File: src/rtl/module_fetch_stage.sv
// RV32I instruction-fetch stage with IF/ID register.
// Fetches over req/gnt/rvalid and buffers responses in a small in-order FIFO.
module module_fetch_stage #(
   parameter logic [31:0] RESET_PC   = 32'h0000_0000,
   parameter int unsigned FIFO_DEPTH = 2
) (
   input  logic        clk_i,
   input  logic        rst_n_i,
   input  logic        stall_d_i,
   input  logic        flush_d_i,
   input  logic        pc_src_e_i,
   input  logic [31:0] pc_target_e_i,
   output logic        imem_req_o,
   output logic [31:0] imem_addr_o,
   input  logic        imem_gnt_i,
   input  logic        imem_rvalid_i,
   input  logic [31:0] imem_rdata_i,
   output logic [31:0] instr_d_o,
   output logic [31:0] pc_d_o,
   output logic [31:0] pc_plus4_d_o,
   output logic        valid_d_o
);

   localparam int unsigned AW = $clog2(FIFO_DEPTH);
   localparam int unsigned CW = AW + 1;
   localparam int unsigned DW = CW + 1;
   localparam logic [DW-1:0] DEPTH_W = DW'(FIFO_DEPTH);
   localparam logic [31:0] NOP = 32'h0000_0013;

   logic [31:0]   pc_f;
   logic [31:0]   rsp_pc;
   logic [31:0]   fifo_instr [FIFO_DEPTH];
   logic [31:0]   fifo_pc [FIFO_DEPTH];
   logic [AW-1:0] rd_ptr;
   logic [AW-1:0] wr_ptr;
   logic [CW-1:0] fifo_cnt;
   logic [CW-1:0] outstanding;
   logic [CW-1:0] discard_cnt;
   logic [DW-1:0] in_use;
   logic [31:0]   redirect_pc;
   logic          grant;
   logic          rsp;
   logic          drop;
   logic          accept;
   logic          fifo_empty;
   logic          load_ok;
   logic          pop;
   logic          bypass;
   logic          push;
   logic          unused;

   assign unused      = ^pc_target_e_i[1:0];
   assign redirect_pc = {pc_target_e_i[31:2], 2'b00};

   // Buffered plus in-flight words never exceed the FIFO capacity
   assign in_use      = {1'b0, fifo_cnt} + {1'b0, outstanding};
   assign imem_req_o  = rst_n_i && !pc_src_e_i && (in_use < DEPTH_W);
   assign imem_addr_o = pc_f;
   assign grant       = imem_req_o && imem_gnt_i;

   assign rsp        = imem_rvalid_i && (outstanding != '0);
   assign drop       = rsp && (discard_cnt != '0);
   assign accept     = rsp && !drop;
   assign fifo_empty = (fifo_cnt == '0);
   assign load_ok    = !flush_d_i && !pc_src_e_i && !stall_d_i;
   assign pop        = load_ok && !fifo_empty;
   assign bypass     = load_ok && fifo_empty && accept;
   assign push       = accept && !bypass && !pc_src_e_i;

   always_ff @(posedge clk_i) begin
      if (!rst_n_i) begin
         pc_f        <= RESET_PC;
         rsp_pc      <= RESET_PC;
         rd_ptr      <= '0;
         wr_ptr      <= '0;
         fifo_cnt    <= '0;
         outstanding <= '0;
         discard_cnt <= '0;
      end else begin
         outstanding <= outstanding + CW'(grant) - CW'(rsp);
         if (pc_src_e_i) begin
            pc_f        <= redirect_pc;
            rsp_pc      <= redirect_pc;
            rd_ptr      <= '0;
            wr_ptr      <= '0;
            fifo_cnt    <= '0;
            discard_cnt <= outstanding - CW'(rsp);
         end else begin
            if (grant)  pc_f        <= pc_f + 32'd4;
            if (accept) rsp_pc      <= rsp_pc + 32'd4;
            if (drop)   discard_cnt <= discard_cnt - CW'(1);
            if (push)   wr_ptr      <= wr_ptr + AW'(1);
            if (pop)    rd_ptr      <= rd_ptr + AW'(1);
            fifo_cnt <= fifo_cnt + CW'(push) - CW'(pop);
         end
      end
   end

   always_ff @(posedge clk_i) begin
      if (push) begin
         fifo_instr[wr_ptr] <= imem_rdata_i;
         fifo_pc[wr_ptr]    <= rsp_pc;
      end
   end

   // Flush outranks stall; the FIFO head outranks the bypass path
   always_ff @(posedge clk_i) begin
      if (!rst_n_i) begin
         instr_d_o    <= NOP;
         pc_d_o       <= 32'd0;
         pc_plus4_d_o <= 32'd4;
         valid_d_o    <= 1'b0;
      end else if (flush_d_i || pc_src_e_i) begin
         instr_d_o <= NOP;
         valid_d_o <= 1'b0;
      end else if (stall_d_i) begin
         valid_d_o <= valid_d_o;
      end else if (!fifo_empty) begin
         instr_d_o    <= fifo_instr[rd_ptr];
         pc_d_o       <= fifo_pc[rd_ptr];
         pc_plus4_d_o <= fifo_pc[rd_ptr] + 32'd4;
         valid_d_o    <= 1'b1;
      end else if (accept) begin
         instr_d_o    <= imem_rdata_i;
         pc_d_o       <= rsp_pc;
         pc_plus4_d_o <= rsp_pc + 32'd4;
         valid_d_o    <= 1'b1;
      end else begin
         instr_d_o <= NOP;
         valid_d_o <= 1'b0;
      end
   end

endmodule

File: config.mk
export PLATFORM = sky130hd
export DESIGN_NAME = module_fetch_stage
export DESIGN_NICKNAME = d
export VERILOG_FILES = /design/src/rtl/module_fetch_stage.sv
export SDC_FILE = /design/constraint.sdc
export NUM_CORES = 1
export LEC_CHECK = 0
export CAP_MARGIN = 30
export CORE_MARGIN = 2
export CORE_UTILIZATION = 49
export DETAILED_ROUTE_END_ITERATION = 10
export HOLD_SLACK_MARGIN = 0.06
export PLACE_DENSITY = 0.85
export SLEW_MARGIN = 5
export SYNTH_ARGS = -nofsm -noshare
export SYNTH_HDL_FRONTEND = slang
export SYNTH_SLANG_ARGS = --single-unit
export TNS_END_PERCENT = 10
File: constraint.sdc
create_clock -name clk_i -period 5.1 [get_ports clk_i]
set_clock_uncertainty 0.15 [all_clocks]
set_input_delay 1.02 -clock clk_i [delete_from_list [all_inputs] [get_ports clk_i]]
set_output_delay 1.02 -clock clk_i [all_outputs]
set_load 0.03 [all_outputs]
==> results.toml, run 1 <==
[setup_path]
cp_max_fo = 5
r2r_start = "fifo_cnt[0]"
crit_start = "fifo_cnt[0]"
crit_path_end_kind = "output port"
critical_path_class = "flip-flop to output port"
critical_path_required_ns = 3.93
critPathLaunchType = "flip-flop"
arrival_ns = 2.67

[sta]
max_freq_mhz = 260.4
fin_crit_ns = 3.840
worst_pin_slew_ns = 0.8367
final-max-slew-violation-count = 0
tns_ns = 0
hold_violations = 0
rsz0062_at_grt = "false"
setup_viol_count_final = 0
relSlewSlack_pct = 43.76
period_share_pct = 75.29

[global_routing]
grt_pass1_wl_mm = 56.79
grt.total_usage_pct = 24.53
first_global_vias = 10620
antenna_found_initial = 0
grt_max_degree = 77
grt_overflow = 0

[yosys]
syn-mean-instance-area_um2 = 10.05
ys.warnings.count = 0
synth_flop_cell = "dfxtp_1"
netlist_area_um2 = 13450
syn_inst = 1338
ys_types = 71
yosysMostFrequentCell = "dfxtp_1"
netlist.area_leader.share_pct = 27.69
synthArstFlopShare_pct = 0
yosys-top-cells-area = "edfxtp_1, dfxtp_1, nand2_1"
synth_common_cells = "dfxtp_1, nand2_1, edfxtp_1, a21oi_1, nor2_1"
synth-seq-area-share_pct = 51.80
synth-edff-count = 124
ys_ff_latch = 286
synth_top_area_cell = "edfxtp_1"

[clocking]
cts-root-buf = "clkbuf_16"
cts-resized-gates = 0
htree_levels = 1
cts_buffers = 30
clkLatencyLatePin_ns = 0.55
cts_tree = "done"
clk_path_buf_depth = 3
path_clk_slew_ns = 0.07
hold_buffers = 0
cts.sinks = 286
post-cts-setup-buffers = 0

[route]
via_per_inst = 6.060
drtIter0Drc = 1426
routed_wl_mm = 36.34
ant_nets = 0
wl_per_cell_um = 19.60
drc = 0
vias = 11240
drt_first_pass_iters = 6

[floorplan]
core_um2 = 26950
die_h_um = 169.7
rows = 60
fp.dieArea_um2 = 28790
start_util_pct = 49.90
io_pins = 201
die_w_um = 169.7

[worst_hold_path]
hp-start = "pc_d_o[23]"
worstHoldPathType = "flip-flop to flip-flop"

[final_layout]
area_growth_pct = 24.22
n_antenna_cell = 0
fillers = 2088
nNetsFinal = 1570
layout-drive-gt1-share_pct = 9.782

[pwr]
p_total_uw = 5655
max-vdd-ir-drop_uv = 244.7
p_leak_uw = 0.005390
p_per_area_nw_per_um2 = 338.5

[placed_design]
io_buffers = 192
dp_hpwl_mm = 24.09
place.gp.congestion = 0.9069

[run_status]
status = "completed"

[run]
cap_violations = 0
## routing by layer
metal	GRT usage, %	share of wire (%)	vias to the layer above
met5	0	0	-
met3	4.734	10	74
met2	39.88	46	609
li1	-	-	5237
met1	33.42	41	5316
met4	7.172	2.6	0
## worst max-delay path: stages, from the launching register on
cell             delay, ns
dfxtp_1               0.44
and2_1                0.18
fa_1                  0.46
nor4b_4               0.30
clkdlybuf4s50_1       0.73
## power by group
| group | internal, uW | switching, uW | total (uW) |
|---|---|---|---|
| Sequential | 2500 | 109 | 2610 |
| Combinational | 298 | 460 | 758 |
| Clock | 1360 | 927 | 2280 |
## stage by stage
step                      worst slack (ns)  cell area [um2]  util [%]  std cells  hold slack, ns
after floorplan                     0.8390            13470         -       1343          0.2702
after global placement               1.245            15600     57.89       1796          0.2901
after detailed placement             1.144            15630     57.99       1797          0.2971
after CTS                            1.250            16680     61.88       1853          0.3063
after global routing                 1.195            16700     61.98       1854          0.3219
final                                1.260            16700     61.98       1854          0.3027
## state kept, by name (all words and copies together) (netlist names), named ones only
register and count:
pc_plus4_d_o 30, rd_ptr 1, valid_d_o 1, fifo_instr 64, instr_d_o 32, fifo_cnt 2
outstanding 2, rsp_pc 30, imem_addr_o 30, discard_cnt 2, wr_ptr 1, pc_d_o 30
fifo_pc 60
## cell usage in the layout, fill, tap and decap left out, types with 5 or more instances in the layout
master and count:
a22oi_1 5, nand3b_1 8, or3_1 12, a21oi_1 87, buf_4 21, ha_1 9
dfxtp_1 161, nand4b_1 7, nor3_1 28, clkdlybuf4s50_1 190, nand4_1 30, and3_1 10
o21ai_0 61, a2111oi_0 29, clkinv_2 7, mux2_2 39, xor2_1 39, a221oi_1 42
o221ai_1 6, or2_2 5, a211oi_1 10, nand2_1 144, and2_1 10, a31oi_1 12
inv_1 43, edfxtp_1 124, nor2_1 83, xnor2_1 50, mux2i_1 26, clkbuf_16 31
o211ai_1 32, conb_1 6, nand3_1 51
## worst paths after layout
path / slack, ns / end / cells after the start
max reg2reg: 1.80 / imem_addr_o[26] / 10
max: 1.26 / imem_req_o / 4
min: 0.30 / pc_d_o[23] / 2
min reg2reg: 0.30 / pc_d_o[23] / 2
## kinds of logic (layout without fill, tap and decap cells)
kind of cell / count (synthesis) / count (layout) / synth area share (%)
simple gates: 421 / 421 / 15.68
flops: 286 / 286 / 51.80
xor+xnor: 89 / 89 / 5.796
fa+ha+maj: 10 / 10 / 0.9863
buf+inv: 148 / 318 / 4.559
compound gates: 316 / 316 / 15.78
mux: 67 / 67 / 5.368
other cells: 1 / 6 / 0.02789
## cell type report
type	instances	area [um2]	area share, %
flip-flops and latches	286	6970	41.73
well taps	341	426.7	2.554
repair buffers	217	2165	12.96
inverters	45	168.9	1.011
clock inverters	21	227.7	1.363
clock buffers	35	820.8	4.913
multi-input cells	909	5926	35.47
Note: power is estimated with default switching activity, not from simulation.
==> inputs of run 2 (changes only) <==
- clock period: 5.1 -> 3.3 ns (I/O delays scaled with it)
==> run 2 against run 1 <==
  * Total power grew 56%
  * Critical path depth grew 6
  * Design area grew 0.40%
  * Sequential cell count is the same
  * Clock power grew 57%
  * Via count grew 0.16%
  * Critical endpoint is now imem_addr_o[16]
==> results.toml, run 2 (synthesized netlist as in run 1, its figures left out) <==
[setup_path]
crit_chain = "and2_1, fa_1, nor4b_4, and2_1, inv_1, buf_4, nor3_1, a31oi_1, a221oi_1, nor2_1"
critical_path_class = "flip-flop to flip-flop"
critPathMostFrequentCell = "and2_1"
cp_max_fo = 13
arrival_ns = 3.27
critPathMaxStageDelay_ns = 0.48
worst_path_max_delay_cell = "fa_1"
r2r_start = "fifo_cnt[0]"
critical_path_required_ns = 3.56
crit_path_end_kind = "flip-flop"
crit_start = "fifo_cnt[0]"
critPathLaunchType = "flip-flop"

[pwr]
p_per_area_nw_per_um2 = 525.3
p_leak_uw = 0.005434
max-vdd-ir-drop_uv = 536.4
pwr-share-seq_pct = 45.9
sw_frac_of_total_pct = 26.22
power_switching_uw = 2310
p_comb_share_pct = 13.4
cell_internal_pwr_uw = 6500
p_clk_share_pct = 40.7

[route]
drt_first_pass_iters = 5
via_per_inst = 6.041
vias = 11250
routed_wl_mm = 36.69
wl_per_cell_um = 19.69
drc = 0
drtIter0Drc = 1411
ant_nets = 0

[sta]
final-max-slew-violation-count = 0
setup_viol_count_final = 0
worst_pin_slew_ns = 0.8204
worst_slack_ns = 0.2833
tns_ns = 0
relSlewSlack_pct = 45.30
hold_violations = 0
rsz0062_at_grt = "false"
fin_crit_ns = 3.017
period_share_pct = 91.42
max_freq_mhz = 331.5

[placed_design]
place.gp.congestion = 0.9136
place_ws_ns = 0.1956
dp_hpwl_mm = 24.62
postPlaceCellArea_um2 = 15710
io_buffers = 192
dp_cells = 1807

[floorplan]
fp.dieArea_um2 = 28790
die_w_um = 169.7
core_um2 = 26950
die_h_um = 169.7
rows = 60
io_pins = 201
start_util_pct = 49.90

[global_routing]
grt.total_usage_pct = 25.17
antenna_found_initial = 0
grt_overflow = 0
grt_pass1_wl_mm = 58.33
grt_max_degree = 80
first_global_vias = 10950

[worst_hold_path]
hp-start = "pc_d_o[13]"
worstHoldPathType = "flip-flop to flip-flop"

[final_layout]
final_cell_mix = "clkdlybuf4s50_1, dfxtp_1, nand2_1"
final_common_cell = "clkdlybuf4s50_1"
design_area_um2 = 16770
nNetsFinal = 1579
finalNonFillerCells = 1863
n_antenna_cell = 0
finalCoreUtilization_pct = 62.23
largestRegisters = "fifo_instr x64, fifo_pc x60, instr_d_o x32"
fillers = 2075
largest_reg_flops = 64
layout-drive-gt1-share_pct = 9.987
area_growth_pct = 24.72
largest-register = "fifo_instr"

[clocking]
cts-root-buf = "clkbuf_16"
clkLatencyLatePin_ns = 0.55
cts-resized-gates = 0
path_clk_slew_ns = 0.06
clk_path_buf_depth = 3
hold_buffers = 0
post-cts-setup-buffers = 0
cts_tree = "done"
htree_levels = 1
cts.sinks = 286
cts_buffers = 30

[run]
cap_violations = 0

[run_status]
status = "completed"
run 2: cell count changes in the layout (fill, tap and decap cells not counted), sizes merged:
cell and delta:
buf +9, clkbuf +5, clkinvlp -1, inv +2
clkinv -6
run 2: final timing paths:
path,slack (ns),endpoint,cells past startpoint
worst max-delay path,0.28,imem_addr_o[16],10
worst min-delay path,0.30,pc_d_o[13],2
worst max register to register,0.28,imem_addr_o[16],10
worst min register to register,0.30,pc_d_o[13],2
run 2: power by group through the flow:
| stage | Sequential [uW] | Combinational [uW] | Clock [uW] |
|---|---|---|---|
| final | 4040 | 1180 | 3590 |
| after floorplan | 4150 | 646 | 0 |
| after global routing | 4060 | 1280 | 3750 |
| after detailed placement | 4110 | 1160 | 0 |
| after global placement | 4100 | 1140 | 0 |
| after CTS | 4040 | 1170 | 3610 |
run 2: final cells by class:
| type | instances | area [um2] | area share (%) |
|---|---|---|---|
| clock buffer | 40 | 870.8 | 5.192 |
| multi-input combinational | 909 | 5926 | 35.33 |
| sequential | 286 | 6970 | 41.56 |
| inverter | 45 | 168.9 | 1.007 |
| tap | 341 | 426.7 | 2.544 |
| timing repair buffer | 226 | 2220 | 13.23 |
| clock inverter | 16 | 190.2 | 1.134 |
run 2: critical path, delay by kind of cell (launching register included):
family	cells	cell delay [ns]
compound gates	2	0.40
fa+ha+maj	1	0.48
buf+inv	2	0.34
flops	1	0.44
simple gates	5	1.05
run 2: metal layers:
metal	routed length, um	vias up	global-route usage (%)
met2	16830	602	41.08
met1	15050	5334	33.65
met3	3800	68	4.991
met5	0	-	0
met4	1007	0	8.398
li1	-	5250	-
run 2: per-stage QoR:
stage | total power (uW) | hold WS [ns]
2_1_floorplan | 4801 | 0.2702
3_3_place_gp | 5235 | 0.2902
3_5_place_dp | 5270 | 0.2961
4_1_cts | 8823 | 0.3055
5_1_grt | 9086 | 0.3194
6_report | 8811 | 0.3015
